`config.mk`:
```
export PLATFORM = sky130hd
export DESIGN_NAME = muldiv_dispatch_queue
export DESIGN_NICKNAME = d
export VERILOG_FILES = /design/src/rtl/muldiv_dispatch_queue_pkg.sv /design/src/rtl/muldiv_dispatch_queue_fifo_core.sv /design/src/rtl/muldiv_dispatch_queue.sv
export SDC_FILE = /design/constraint.sdc
export NUM_CORES = 1
export LEC_CHECK = 0
export BUFFER_PORTS_ARGS = -buffer_cell sky130_fd_sc_hd__buf_2
export CAP_MARGIN = 20
export CORE_UTILIZATION = 45
export DETAILED_ROUTE_END_ITERATION = 8
export SYNTH_ARGS = -nofsm -noshare
export SYNTH_HDL_FRONTEND = slang
export SYNTH_SLANG_ARGS = --single-unit
```
`constraint.sdc`:
```
create_clock -name clk -period 21.8 [get_ports clk]
set_input_delay 2.18 -clock clk [delete_from_list [all_inputs] [get_ports clk]]
set_output_delay 2.18 -clock clk [all_outputs]
set_load 0.02 [all_outputs]
```
`src/rtl/muldiv_dispatch_queue_pkg.sv`:
```
// muldiv_dispatch_queue_pkg: shared request layout, opcode encodings and width helper for the MUL/DIV dispatch queue
package muldiv_dispatch_queue_pkg;
  localparam int OP_W = 4;
  localparam int MOD_W = 3;
  localparam int P_NUM_THREADS = 4;
  localparam int P_XLEN = 32;
  localparam int P_NW_W = 2;
  localparam int P_UUID_W = 44;
  localparam int P_NR_BITS = 6;
  typedef enum logic [OP_W-1:0] {
    MUL = 4'd0, MULH = 4'd1, MULHSU = 4'd2, MULHU = 4'd3,
    DIV = 4'd4, DIVU = 4'd5, REM = 4'd6, REMU = 4'd7
  } muldiv_op_e;
  typedef struct packed {
    logic [OP_W-1:0] alu_op;
    logic [MOD_W-1:0] op_mod;
    logic [P_UUID_W-1:0] uuid;
    logic [P_NW_W-1:0] wid;
    logic [P_NUM_THREADS-1:0] tmask;
    logic [P_XLEN-1:0] PC;
    logic [P_NR_BITS-1:0] rd;
    logic wb;
    logic [P_NUM_THREADS-1:0][P_XLEN-1:0] alu_in1;
    logic [P_NUM_THREADS-1:0][P_XLEN-1:0] alu_in2;
  } muldiv_req_t;
  localparam int REQ_W = $bits(muldiv_req_t);
  function automatic int req_width(input int nt, input int xlen, input int nw_w, input int uuid_w, input int nr_bits);
    return OP_W + MOD_W + uuid_w + nw_w + nt + xlen + nr_bits + 1 + 2 * nt * xlen;
  endfunction
endpackage

```
`src/rtl/muldiv_dispatch_queue_fifo_core.sv`:
```
// muldiv_fifo_core: DEPTH x W circular buffer with first-word fall-through output, count, full and empty
module muldiv_fifo_core #(
  parameter int DEPTH = 4,
  parameter int W = 8
) (
  input  logic                      clk,
  input  logic                      reset,
  input  logic                      push,
  input  logic                      pop,
  input  logic [W-1:0]              din,
  output logic [W-1:0]              dout,
  output logic [$clog2(DEPTH):0]    count,
  output logic                      full,
  output logic                      empty
);
  localparam int AW = $clog2(DEPTH);
  localparam int CW = AW + 1;
  logic [W-1:0] mem_q [DEPTH];
  logic [AW-1:0] head_q, head_d, tail_q, tail_d;
  logic [CW-1:0] count_q, count_d;
  always_comb begin
    head_d = pop ? head_q + AW'(1) : head_q;
    tail_d = push ? tail_q + AW'(1) : tail_q;
    count_d = count_q + CW'(push) - CW'(pop);
  end
  always_ff @(posedge clk) begin
    head_q <= reset ? head_d : '0;
    tail_q <= reset ? tail_d : '0;
    count_q <= reset ? count_d : '0;
  end
  always_ff @(posedge clk)
    if (push) mem_q[tail_q] <= din;
  assign dout = mem_q[head_q];
  assign count = count_q;
  assign full = count_q == CW'(DEPTH);
  assign empty = count_q == '0;
endmodule

```
`src/rtl/muldiv_dispatch_queue.sv`:
```
// muldiv_dispatch_queue: in-order request FIFO in front of the MUL/DIV unit with per-warp pending tracking
module muldiv_dispatch_queue
  import muldiv_dispatch_queue_pkg::*;
#(
  parameter int DEPTH = 4,
  parameter int NUM_THREADS = 4,
  parameter int XLEN = 32,
  parameter int NUM_WARPS = 4,
  parameter int UUID_W = 44,
  parameter int NR_BITS = 6,
  localparam int NW_W = (NUM_WARPS > 1) ? $clog2(NUM_WARPS) : 1
) (
  input  logic                        clk,
  input  logic                        reset,
  input  logic                        valid_in,
  output logic                        ready_in,
  input  logic [OP_W-1:0]             alu_op_in,
  input  logic [MOD_W-1:0]            op_mod_in,
  input  logic [UUID_W-1:0]           uuid_in,
  input  logic [NW_W-1:0]             wid_in,
  input  logic [NUM_THREADS-1:0]      tmask_in,
  input  logic [XLEN-1:0]             PC_in,
  input  logic [NR_BITS-1:0]          rd_in,
  input  logic                        wb_in,
  input  logic [NUM_THREADS*XLEN-1:0] alu_in1_in,
  input  logic [NUM_THREADS*XLEN-1:0] alu_in2_in,
  output logic                        valid_out,
  input  logic                        ready_out,
  output logic [OP_W-1:0]             alu_op_out,
  output logic [MOD_W-1:0]            op_mod_out,
  output logic [UUID_W-1:0]           uuid_out,
  output logic [NW_W-1:0]             wid_out,
  output logic [NUM_THREADS-1:0]      tmask_out,
  output logic [XLEN-1:0]             PC_out,
  output logic [NR_BITS-1:0]          rd_out,
  output logic                        wb_out,
  output logic [NUM_THREADS*XLEN-1:0] alu_in1_out,
  output logic [NUM_THREADS*XLEN-1:0] alu_in2_out,
  output logic [NUM_WARPS-1:0]        pending_wids,
  output logic                        empty,
  output logic                        full
);
  localparam int CW = $clog2(DEPTH) + 1;
  localparam int RW = req_width(NUM_THREADS, XLEN, NW_W, UUID_W, NR_BITS);
  logic enq, deq;
  logic [CW-1:0] count;
  logic [RW-1:0] din, dout;
  logic [CW-1:0] pend_cnt_q [NUM_WARPS];
  logic [CW-1:0] pend_cnt_d [NUM_WARPS];
  assign ready_in = ~full;
  assign valid_out = ~empty;
  assign enq = valid_in && ready_in;
  assign deq = valid_out && ready_out;
  assign din = {alu_op_in, op_mod_in, uuid_in, wid_in, tmask_in, PC_in, rd_in, wb_in, alu_in1_in, alu_in2_in};
  assign {alu_op_out, op_mod_out, uuid_out, wid_out, tmask_out, PC_out, rd_out, wb_out, alu_in1_out, alu_in2_out} = dout;
  muldiv_fifo_core #(.DEPTH(DEPTH), .W(RW)) u_fifo (
    .clk(clk),
    .reset(reset),
    .push(enq),
    .pop(deq),
    .din(din),
    .dout(dout),
    .count(count),
    .full(full),
    .empty(empty)
  );
  always_comb begin
    for (int w = 0; w < NUM_WARPS; w++) begin
      pend_cnt_d[w] = pend_cnt_q[w] + CW'(enq && wid_in == NW_W'(w)) - CW'(deq && wid_out == NW_W'(w));
      pending_wids[w] = pend_cnt_q[w] != '0;
    end
  end
  always_ff @(posedge clk)
    for (int w = 0; w < NUM_WARPS; w++) pend_cnt_q[w] <= reset ? pend_cnt_d[w] : '0;
`ifndef SYNTHESIS
  logic stall_q;
  logic [RW-1:0] head_prev_q;
  int pend_sum;
  always_comb begin
    pend_sum = 0;
    for (int w = 0; w < NUM_WARPS; w++) pend_sum = pend_sum + int'(pend_cnt_q[w]);
  end
  always_ff @(posedge clk) begin
    stall_q <= reset && valid_out && !ready_out;
    head_prev_q <= dout;
    if (reset) begin
      assert (!(enq && full)) else $error("enqueue accepted while full");
      assert (!(deq && empty)) else $error("dequeue while empty");
      assert (pend_sum == int'(count)) else $error("pending counters %0d disagree with count %0d", pend_sum, count);
      if (stall_q) assert (valid_out && dout == head_prev_q) else $error("head entry changed under stall");
    end
  end
`endif
endmodule

```
Yosys cells after proc, flatten, opt, wreduce, memory -nomap -nowiden --
Memories as Yosys holds them, arrays and structs flattened. A register that Yosys moved wholly into a read port is not among the register bits. Cells that the tools add are included.
Word-level totals: register bits after elaboration 7, RAM bits 1420, bits of input ports 356, output and inout bits 360, word-level logic and storage cells 51, memories kept 2
Memory list:
- u_fifo.mem_q | depth 4, bits a word 352, read ports 1, clocked after Yosys merged registers in 1, write ports 1, line muldiv_dispatch_queue_fifo_core.sv:18 | logic [W-1:0] mem_q [DEPTH];
- pend_cnt_q | depth 4, bits a word 3, read ports 4, clocked after Yosys merged registers in 0, write ports 4, line muldiv_dispatch_queue.sv:48 | logic [CW-1:0] pend_cnt_q [NUM_WARPS];
Cells by class: add/sub/neg operators 12, eq/ne operators 7, muxes and demuxes 8, bitwise operators 2, reductions and logical operators 17
Operator list (number):
- $add 3x1->3 | 5
- $sub 3x1->3 | 5
- $mux 3 | 4
- $reduce_bool 3->1 | 4
- $logic_and 1x1->1 | 10
- $eq 2x2->1 const B | 4
- $add 2x1->2 const B | 2
- $eq 2x1->1 const B | 2
- $logic_not 2->1 | 2
- $mux 2 | 2
- $eq 3x3->1 const B | 1
- $logic_not 3->1 | 1
- $mux 1 | 2
- $not 1->1 | 2

Depth between registers and ports, before layout --
depth in word-level cells 7, depth in mapped cells 13, depth with buffers taken out 13

Hierarchy --
A second synthesis with hierarchy kept.
Unflattened totals: cells, all modules 1952, area, all modules 51982.4 um^2
By module, submodules not included:
- muldiv_fifo_core | instances 1, cells each 1881, area an instance 51231.6 um^2, seq. area each 42460.7 um^2
- muldiv_dispatch_queue | instances 1, cells each 71, area an instance 750.7 um^2, seq. area each 240.2 um^2

Worst setup path before layout --
No wires, ideal clock.
kind input -> register, from in valid_in, to mem u_fifo.mem_q[0][0] (netlist name) (enable), library setup time 0.762 ns, data arrival time 10.224 ns, required time 21.038 ns, slack 10.814 ns, stages 1, buffers on the path 0, cell sequence and3_1
Between the ends: cells in the longest elaborated chain, start to end 3
RTL lines:
- from (decl) | line muldiv_dispatch_queue.sv:15 | input logic valid_in,
- $logic_and 1x1->1 | line muldiv_dispatch_queue.sv:52 | assign enq = valid_in && ready_in;
- $mux 1 | line muldiv_dispatch_queue_fifo_core.sv:32 | if (push) mem_q[tail_q] <= din;
- $mux 1 (not written as such) | line muldiv_dispatch_queue_fifo_core.sv:32
- to (decl) | line muldiv_dispatch_queue_fifo_core.sv:18
No other way between the ends.

==> impl_metrics.json <==
{
  "cts_tree": "yes",
  "endpoint": "alu_in1_out[81]",
  "worst_path_largest_cell_delay_ns": 0.86,
  "grt_max_degree": 153,
  "crit_top_cell": "buf_4",
  "max_freq_ghz": 0.131,
  "yosys_warnings": 0,
  "start_kind": "register",
  "ctsHoldBuffers": 0,
  "cts_buffers": 147,
  "clock_latency_ns": 0.74,
  "finalCritPeriodShare_pct": 35.1,
  "grt_usage_pct": 18.9,
  "synth_seq_area_share_pct": 82.2,
  "reg2reg_slack_ns": 17.04,
  "synth_edf_count": 1408,
  "drv_cap": 0,
  "placed_cells": 4142,
  "tns_ns": 0,
  "antenna_found_initial": 54,
  "synth_cells": 1964,
  "die_x_um": 342,
  "grt_first_pass_wirelength_mm": 162,
  "drt_wl_total_mm": 111,
  "syn_area_um2": 52000,
  "nFillCells": 8723,
  "critPathRequiredTime_ns": 19.62,
  "r2r_cells": 5,
  "power.leakage_uw": 0.0205,
  "hold_viol": 0,
  "peakVddDrop_mv": 0.102,
  "async_flop_share_pct": 0,
  "htree_levels": 4,
  "power_uw": 7450,
  "period_needed_ns": 7.64,
  "whs_ns": 0.516,
  "min_path_cells": 2,
  "ys_top_cells_by_count": "1408 x edfxtp_1, 352 x mux4_2, 40 x buf_2, 34 x buf_6, 25 x inv_1",
  "ant_nets": 0,
  "critical_path_class": "reg2out",
  "overflow": 0,
  "area_delta_synth_final_pct": 18.6,
  "ys_ff_latch": 1429,
  "gp_congestion": 0.772,
  "synth_cell_types": 26,
  "setup_viol": 0,
  "post_route_cells_drive_above_1_share_pct": 44.7,
  "hp-start": "pend_cnt_q[1][2]",
  "fp.dieH_um": 342,
  "vias": 23400,
  "route.detailed.drc": 0,
  "cts_resized": 0,
  "worst_pin_slew_ns": 1.12,
  "maxSlewViolCount": 0,
  "post_layout_nonfiller_instances": 4413,
  "first_pass_iters": 4,
  "drtIter0Drc": 1322,
  "rows": 124,
  "ioPinCount": 716,
  "grt_pass1_vias": 24900,
  "skew_ns": 0.0361,
  "synth_ff_type": "edfxtp_1",
  "cts_root_buf": "clkbuf_16",
  "cp_slowest_cell": "buf_4",
  "nNetsFinal": 3155,
  "syn_nets": 2339,
  "cp-end-kind": "output port",
  "p_per_area_nw_per_um2": 121,
  "critPathArrivalTime_ns": 5.46,
  "cp_cell_sequence": "buf_4 > buf_4 > buf_4 > buf_4 > mux4_2 > buf_2",
  "clk_pin_slew_ns": 0.06,
  "hp-class": "reg2reg",
  "crit_fanout": 48,
  "rsz0062_at_grt": "no",
  "status": "complete, no violations",
  "avgSynthCellArea_um2": 26.5,
  "yosys-top-cells-area": "edfxtp_1 81%, mux4_2 15%, dfxtp_1 0.81%, buf_6 0.74%, buf_2 0.39%",
  "hpwl_mm": 69.9,
  "core_um2": 114000,
  "synth_most_common_cell": "edfxtp_1",
  "max_slew_margin_pct": 25.4,
  "routed_via_density": 5.30,
  "clk_path_buf_depth": 3,
  "reg2reg_from": "u_fifo.count[1]",
  "yosysTopAreaCell": "edfxtp_1",
  "synth_top_area_share_pct": 81.4,
  "r2r_end": "u_fifo.mem_q[1][243]",
  "cts_setup_buffers": 0,
  "wl_per_cell_um": 25.2,
  "io_buffers": 715,
  "die_area_um2": 117000,
  "clock-sinks": 1429,
  "start_util_pct": 45.4
}
## cells in the final DEF, fill, tap and decap left out, drive strengths merged
master    synthesis  final
and2              8      8
a21oi             2      2
clkbuf            1    188
nor2             12     12
clkinv            0     49
nor3              3      3
xnor2             7      7
or3b              1      1
mux4            352    352
dfxtp            21     21
o311ai            1      1
ha               14     14
nand3             2      2
nor3b             2      2
nand2             3      3
clkinvlp          0      3
inv              26     35
edfxtp         1408   1408
buf              79    747
fa                5      5
o21ai             2      2
bufinv            0      3
diode             0     18
or3               5      5
and3              5      5
xor2              5      5
## how the worst min path moves through the flow
stage	endpoint	slack, ns
2_1_floorplan	pend_cnt_q[3][2]	0.48
3_3_place_gp	pend_cnt_q[1][2]	0.49
3_5_place_dp	pend_cnt_q[1][2]	0.51
4_1_cts	pend_cnt_q[1][2]	0.52
5_1_grt	u_fifo.tail_q[0]	0.56
6_report	pend_cnt_q[1][2]	0.52
## worst max-delay path: cells and delay by family, from the launching register on
kind	cells	cell delay (ns)
mux	1	0.62
flops	1	0.56
buf+inv	5	3.38
## per-stage QoR
stage	setup WS, ns	utilization (%)	area [um2]
floorplan	10.81	-	52000
global placement	13.98	49.9	57100
detailed placement	14.67	50.0	57200
CTS	13.84	53.8	61600
global route	13.52	53.9	61600
finish	14.16	53.9	61600
## metal layers
metal / vias to the layer above / part of all wire [%] / track usage (%)
met4: 54 / 2.6 / 6.91
met2: 739 / 53 / 32.2
met3: 235 / 7.9 / 6.19
li1: 10100 / - / -
met1: 12200 / 37 / 22.5
met5: - / 0.31 / 0
## report_power, final
| part | internal (uW) | total, uW | switching (uW) |
|---|---|---|---|
| Sequential | 3300 | 3360 | 65.9 |
| Clock | 1310 | 2300 | 988 |
| Combinational | 707 | 1800 | 1090 |
## cells by family after synthesis
logic type / count (synthesis) / share of synthesized area (%)
mux: 352 / 15.3
buf+inv: 106 / 1.35
compound gates: 5 / 0.0554
flops: 1429 / 82.2
fa+ha+maj: 19 / 0.530
simple gates: 41 / 0.424
xor+xnor: 12 / 0.202
## flip-flops by register name, indices dropped and copies added (netlist names), named ones only
| register | count |
|---|---|
| u_fifo.mem_q | 1408 |
| u_fifo.tail_q | 2 |
| u_fifo.count | 3 |
| u_fifo.head_q | 2 |
| pend_cnt_q | 12 |
## layout make-up
class,instances,area (um2),share of cell area [%]
clock inverters,64,455,0.739
flip-flops and latches,1429,42700,69.3
diodes,18,45.0,0.0731
inverters,26,97.6,0.158
multi-input cells,429,8580,13.9
clock buffers,188,3930,6.37
well taps,1512,1890,3.07
repair buffers,747,3940,6.39
(Power assumes the default switching activity.)
